==> src/rtl/rst_seq_pkg.sv <==
// rst_seq_pkg
//   Shared definitions for the reset sequencer: FSM state encoding,
//   minimum legal values for the block parameters and a small helper
//   used when sizing counters at elaboration time.
package rst_seq_pkg;

  typedef enum logic [1:0] {
    ST_RST    = 2'd0,
    ST_SEQ    = 2'd1,
    ST_DONE   = 2'd2,
    ST_SWHOLD = 2'd3
  } rst_state_e;

  localparam int MIN_SYNC_STAGES = 2;
  localparam int MIN_NUM_OUT     = 1;
  localparam int MIN_GAP_CYC     = 1;
  localparam int MIN_SW_HOLD_CYC = 1;

  function automatic int max_int(input int a, input int b);
    return (a > b) ? a : b;
  endfunction

endpackage

==> src/rtl/rst_sync_chain.sv <==
// rst_sync_chain
//   Asynchronous-assert / synchronous-release reset synchroniser.
//   The whole chain clears immediately when async_rst_n falls; after
//   async_rst_n rises a '1' ripples through, so sync_rst_n goes high on
//   the STAGES-th rising edge of clk.
// Ports
//   clk          in   sampling clock, rising edge
//   async_rst_n  in   asynchronous active-low reset
//   sync_rst_n   out  synchronised release (registered)
module rst_sync_chain
  import rst_seq_pkg::*;
#(
  parameter int STAGES = 2
) (
  input  logic clk,
  input  logic async_rst_n,
  output logic sync_rst_n
);

  generate
    if (STAGES < MIN_SYNC_STAGES) begin : g_bad_stages
      $error("rst_sync_chain: STAGES must be >= %0d", MIN_SYNC_STAGES);
    end
  endgenerate

  logic [STAGES-1:0] chain;

  always_ff @(posedge clk or negedge async_rst_n) begin
    if (!async_rst_n) begin
      chain <= '0;
    end else begin
      chain <= {chain[STAGES-2:0], 1'b1};
    end
  end

  assign sync_rst_n = chain[STAGES-1];

endmodule

==> src/rtl/rst_sequencer.sv <==
// rst_sequencer
//   Releases NUM_OUT active-low reset channels one after another,
//   GAP_CYC clk cycles apart, after the asynchronous reset has been
//   synchronised. A software request taken while fully released pulls
//   every channel low again for SW_HOLD_CYC cycles and then re-runs the
//   release sequence. Every output comes straight from a flop.
// Ports
//   clk          in   single clock, rising edge
//   async_rst_n  in   asynchronous active-low reset (immediate assert,
//                     synchronised release)
//   sw_rst_req   in   software reset request, honoured only in ST_DONE
//   rst_n_out    out  [NUM_OUT] per-channel active-low resets, bit 0 first
//   rst_done     out  high once every channel is released
//   busy         out  high whenever the FSM is not in ST_DONE
module rst_sequencer
  import rst_seq_pkg::*;
#(
  parameter int SYNC_STAGES = 2,
  parameter int NUM_OUT     = 4,
  parameter int GAP_CYC     = 8,
  parameter int SW_HOLD_CYC = 4
) (
  input  logic               clk,
  input  logic               async_rst_n,
  input  logic               sw_rst_req,
  output logic [NUM_OUT-1:0] rst_n_out,
  output logic               rst_done,
  output logic               busy
);

  generate
    if (SYNC_STAGES < MIN_SYNC_STAGES) begin : g_bad_sync
      $error("rst_sequencer: SYNC_STAGES must be >= %0d", MIN_SYNC_STAGES);
    end
    if (NUM_OUT < MIN_NUM_OUT) begin : g_bad_num_out
      $error("rst_sequencer: NUM_OUT must be >= %0d", MIN_NUM_OUT);
    end
    if (GAP_CYC < MIN_GAP_CYC) begin : g_bad_gap
      $error("rst_sequencer: GAP_CYC must be >= %0d", MIN_GAP_CYC);
    end
    if (SW_HOLD_CYC < MIN_SW_HOLD_CYC) begin : g_bad_hold
      $error("rst_sequencer: SW_HOLD_CYC must be >= %0d", MIN_SW_HOLD_CYC);
    end
  endgenerate

  localparam int CNT_W = $clog2(max_int(GAP_CYC, SW_HOLD_CYC) + 1);
  localparam int IDX_W = max_int(1, $clog2(NUM_OUT));

  // Terminal counts: the counter holds "edges elapsed - 1", so the
  // release happens on the edge where it already sits at N-1.
  localparam logic [CNT_W-1:0] GAP_LAST  = CNT_W'(GAP_CYC - 1);
  localparam logic [CNT_W-1:0] HOLD_LAST = CNT_W'(SW_HOLD_CYC - 1);
  localparam logic [IDX_W-1:0] IDX_LAST  = IDX_W'(NUM_OUT - 1);

  logic sync_rel;

  rst_sync_chain #(
    .STAGES (SYNC_STAGES)
  ) u_sync (
    .clk         (clk),
    .async_rst_n (async_rst_n),
    .sync_rst_n  (sync_rel)
  );

  rst_state_e         state_q, state_d;
  logic [CNT_W-1:0]   cnt_q,   cnt_d;
  logic [IDX_W-1:0]   idx_q,   idx_d;
  logic [IDX_W-1:0]   idx_inc;
  logic [NUM_OUT-1:0] out_q,   out_d;
  logic               done_q,  done_d;
  logic               busy_q,  busy_d;

  // idx_q is the most recently released channel.
  assign idx_inc = idx_q + 1'b1;

  always_ff @(posedge clk or negedge async_rst_n) begin
    if (!async_rst_n) begin
      state_q <= ST_RST;
      cnt_q   <= '0;
      idx_q   <= '0;
      out_q   <= '0;
      done_q  <= 1'b0;
      busy_q  <= 1'b1;
    end else begin
      state_q <= state_d;
      cnt_q   <= cnt_d;
      idx_q   <= idx_d;
      out_q   <= out_d;
      done_q  <= done_d;
      busy_q  <= busy_d;
    end
  end

  // Output flops are loaded from next-state values so each output
  // changes on the same edge as the state transition that causes it.
  always_comb begin
    state_d = state_q;
    cnt_d   = cnt_q;
    idx_d   = idx_q;
    out_d   = out_q;
    done_d  = done_q;

    unique case (state_q)
      ST_RST: begin
        if (sync_rel) begin
          cnt_d    = '0;
          idx_d    = '0;
          out_d    = '0;
          out_d[0] = 1'b1;
          if (NUM_OUT == 1) begin
            state_d = ST_DONE;
            done_d  = 1'b1;
          end else begin
            state_d = ST_SEQ;
          end
        end
      end

      ST_SEQ: begin
        if (cnt_q == GAP_LAST) begin
          cnt_d          = '0;
          idx_d          = idx_inc;
          out_d[idx_inc] = 1'b1;
          if (idx_inc == IDX_LAST) begin
            state_d = ST_DONE;
            done_d  = 1'b1;
          end
        end else begin
          cnt_d = cnt_q + 1'b1;
        end
      end

      ST_DONE: begin
        if (sw_rst_req) begin
          state_d = ST_SWHOLD;
          cnt_d   = '0;
          idx_d   = '0;
          out_d   = '0;
          done_d  = 1'b0;
        end
      end

      ST_SWHOLD: begin
        if (cnt_q == HOLD_LAST) begin
          cnt_d    = '0;
          idx_d    = '0;
          out_d[0] = 1'b1;
          if (NUM_OUT == 1) begin
            state_d = ST_DONE;
            done_d  = 1'b1;
          end else begin
            state_d = ST_SEQ;
          end
        end else begin
          cnt_d = cnt_q + 1'b1;
        end
      end

      default: begin
        state_d = ST_RST;
      end
    endcase

    busy_d = (state_d != ST_DONE);
  end

  assign rst_n_out = out_q;
  assign rst_done  = done_q;
  assign busy      = busy_q;

endmodule

==> config.mk <==
export PLATFORM = sky130hd
export DESIGN_NAME = rst_sequencer
export DESIGN_NICKNAME = d
export VERILOG_FILES = /design/src/rtl/rst_seq_pkg.sv /design/src/rtl/rst_sync_chain.sv /design/src/rtl/rst_sequencer.sv
export SDC_FILE = /design/constraint.sdc
export NUM_CORES = 1
export LEC_CHECK = 0
export CAP_MARGIN = 15
export CORE_AREA = 4 4 64 66
export DETAILED_ROUTE_END_ITERATION = 6
export DIE_AREA = 0 0 68 70
export PLACE_DENSITY_LB_ADDON = 0.05
export SLEW_MARGIN = 20
export SYNTH_ARGS = -nofsm -noshare
export SYNTH_HDL_FRONTEND = slang
export SYNTH_SLANG_ARGS = --single-unit
==> constraint.sdc <==
create_clock -name clk -period 1.7 [get_ports clk]
set_input_delay 0.34 -clock clk [delete_from_list [all_inputs] [get_ports clk]]
set_output_delay 0.34 -clock clk [all_outputs]
set_load 0.03 [all_outputs]
==> impl_results.rst <==
.. list-table::
   :header-rows: 1

   * - Metric
     - Value
   * - Reg-to-reg setup timing slack
     - 190 ps
   * - Clock tree from TritonCTS
     - built
   * - Max-cap violations
     - 0
   * - Crit. End Element
     - primary output
   * - DR iter-0 viols
     - 35
   * - FILL cells
     - 386
   * - Count of final max-slew check failures
     - 0
   * - Post-place setup slack
     - 35.4 ps
   * - Cell Chain, Critical Path
     - dlygate4sd2_1
   * - Detail-routed via count per cell
     - 4.44
   * - Share of flip-flops with an asynchronous set or reset
     - 100%
   * - Clock slew at reported path FFs
     - 100 ps
   * - Number of enable flip-flop cells after synthesis
     - 0
   * - DRC violation count after routing
     - 0
   * - Period utilization
     - 90.2%
   * - Final-layout setup total negative slack
     - 0 ps
   * - Clock buffer depth
     - 2
   * - Basic-gate share of the synthesized area counting and, or, nand and nor cells
     - 15.1%
   * - Fraction of final layout cells with drive strength greater than 1
     - 17.4%
   * - Register bit total from synthesis
     - 16
   * - Endpoint arrival time on the critical path
     - 1190 ps
   * - Floorplan die width
     - 68 um
   * - Die outline height
     - 70 um
   * - Clock latency on the worst-skew pair
     - 290 ps
   * - R2r worst-path depth
     - 4
   * - FF-to-FF End
     - idx_q[1]
   * - Largest voltage drop on the vdd net
     - 443 uV
   * - Cell area after synthesis
     - 856 um2
   * - Maximum fanout count along the critical path
     - 1
   * - Signed area change from the synthesized netlist to the final layout
     - 20.2%
   * - Quantity of hold-fixing buffers added after cts
     - 0
   * - Post-Synth XOR/XNOR Area
     - 1.02%
   * - Number of port buffers
     - 8
   * - Biggest cell delay along the critical path
     - 520 ps
   * - Diode count
     - 0
   * - Starting density of the core
     - 23.9%
   * - Final estimated routing congestion in global placement
     - 0.694
   * - Number of global-route vias before repair
     - 642
   * - Global router's overall resource usage
     - 9.20%
   * - Worst Path Class, Setup
     - reg -> out
   * - Run status
     - finished, final reports clean
   * - Number of distinct library cell variants in the gate-level netlist after synthesis
     - 37
   * - Post-route setup slack
     - 167 ps
   * - Num CTS Buffers
     - 3
   * - Net count after synthesis
     - 87
   * - Setup repair after global routing missed its margin
     - no
   * - Via count
     - 621
   * - Global-route wire length before repair
     - 3.26 mm
   * - Post-synthesis cell count
     - 79
   * - Post-DP HPWL
     - 1.36 mm
   * - Launching instance or port of the critical path
     - busy
   * - Worst Setup Start Kind
     - register
   * - Core ar.
     - 3580 um2
   * - Clock Skew
     - 4.80 ps
   * - Number of sinks handled by clock tree synthesis
     - 16
   * - Synth Area in Adders
     - 7.31%
   * - Levels on crit path
     - 1
   * - Max Fclk
     - 652 MHz
   * - Worst setup path endpoint
     - busy
   * - Kind of cell adding the most delay to the critical path
     - flip-flops
   * - Antenna-violating nets left
     - 0
   * - Class of the tightest hold or removal check
     - reg -> reg
   * - Required time at the worst-slack endpoint
     - 1360 ps
   * - Routed length per instance
     - 13.4 um
   * - Min Clock Period, post-route
     - 1530 ps
   * - Leading cell type in the layout, fill and taps excluded
     - sky130_fd_sc_hd__dfrtp_1
   * - Power density over cell area
     - 1470 nW/um2
   * - Mux share of post-synthesis cell area
     - 2.92%
   * - Hold Violations, Final
     - 0
   * - Sequential element share of the synthesized area
     - 46.9%
   * - Detailed-route wire length
     - 1.88 mm
   * - Final-report setup violation count
     - 0
   * - Initial antenna violation count
     - 0
   * - NumNets Final
     - 101
   * - Complex-gate fraction of the synthesized area
     - 20.2%
   * - Number of ports placed on the die boundary
     - 9
   * - Number of core rows
     - 22
   * - First drt pass iteration count
     - 4
   * - Master cell of the clock root buffer
     - sky130_fd_sc_hd__clkbuf_4
   * - Number of buffer and inverter instances along the worst setup path
     - 1
   * - Syn_area_per_cell
     - 10.8 um2
   * - Floorplan die area
     - 4760 um2
   * - Htree depth
     - 1
   * - Critical Path Slowest Stage Cell
     - sky130_fd_sc_hd__dfstp_2
   * - Most frequent cells in the layout
     - 15 x sky130_fd_sc_hd__dfrtp_1, 6 x sky130_fd_sc_hd__inv_1, 6 x sky130_fd_sc_hd__a21oi_1, 6 x sky130_fd_sc_hd__dlygate4sd2_1, 5 x sky130_fd_sc_hd__ha_1
   * - Pin count of the biggest net entering global routing
     - 17
   * - Global route total overflow
     - 0
   * - Reg-to-reg startpoint
     - cnt_q[0]
   * - Dominant combinational cell family by area after synthesis
     - compound AO/OA/AOI/OAI gates
   * - Top flip-flop cell by instance count after synthesis
     - sky130_fd_sc_hd__dfrtp_1
   * - Leakage power
     - 0.466 nW
   * - Yosys synthesis warning count
     - 0
## cell type report
class	instances	area (um2)	share of cell area [%]
Sequential cell	16	402	39.1
Multi-Input combinational cell	53	402	39.1
Timing Repair Buffer	12	103	9.98
Tap cell	48	60.1	5.84
Clock buffer	4	36.3	3.53
Inverter	7	26.3	2.55
## where the power goes
group | leakage, nW | internal (mW) | switching, mW
clock network | 0.0210 | 0.130 | 0.128
registers | 0.183 | 0.500 | 0.139
logic | 0.262 | 0.296 | 0.318
total | 0.466 | 0.927 | 0.584
## routing by layer
layer | global-route usage (%) | wire length (um)
met5 | 0 | 0
met4 | 1.99 | 20
met3 | 3.86 | 51
met2 | 13.2 | 867
met1 | 12.8 | 940
## how the worst min path moves through the flow
stage	from	end	slack [ps]	cells after the start
5_1_grt	u_sync.chain[0]	u_sync.chain[1]	370	0
3_5_place_dp	u_sync.chain[0]	u_sync.chain[1]	340	0
2_1_floorplan	async_rst_n	cnt_q[0]	40	0
3_3_place_gp	u_sync.chain[0]	u_sync.chain[1]	330	0
6_report	u_sync.chain[0]	u_sync.chain[1]	360	0
4_1_cts	u_sync.chain[0]	u_sync.chain[1]	360	0
## timing repair
| action | in CTS | in global routing |
|---|---|---|
| buffers inserted | 0 | 0 |
| resized for setup | 6 | 0 |
| setup endpoints to repair | 6 | 0 |
## synth_stat cells (2+ instances only)
master	number	area [um2]
sky130_fd_sc_hd__nand2b_1	4	25.0
sky130_fd_sc_hd__ha_1	5	62.6
sky130_fd_sc_hd__a22o_1	2	17.5
sky130_fd_sc_hd__inv_1	6	22.5
sky130_fd_sc_hd__a31oi_1	3	18.8
sky130_fd_sc_hd__dfrtp_1	15	375
sky130_fd_sc_hd__a21oi_1	6	30.0
sky130_fd_sc_hd__nand3_1	2	10.0
sky130_fd_sc_hd__buf_6	2	22.5
sky130_fd_sc_hd__nor2_1	4	15.0
sky130_fd_sc_hd__o21ai_0	4	20.0
## cells by family after synthesis
family | Yosys count
muxes | 2
buffers and inverters | 10
xor gates and xnor gates | 1
and+or+nand+nor | 19
AOI/OAI and AO/OA | 25
other | 1
adders and majority gates | 5
DFF | 16
## flip-flops by register name (all words and copies together), names as in the netlist
signal / cells
busy: 1
cnt_q: 4
idx_q: 2
rst_done: 1
rst_n_out: 4
state_q: 2
u_sync.chain: 2
## stage by stage
step	area (um2)	hold slack (ps)	util, %	cells	power (mW)
finish	1030	361	28.7	140	1.51
global route	1030	367	28.7	140	1.64
CTS	1030	360	28.7	140	1.53
detailed placement	1000	336	27.9	136	1.28
global placement	1000	334	27.9	136	1.30
floorplan	856	44.4	-	79	1.08
Note: power is estimated with default switching activity, not from simulation.
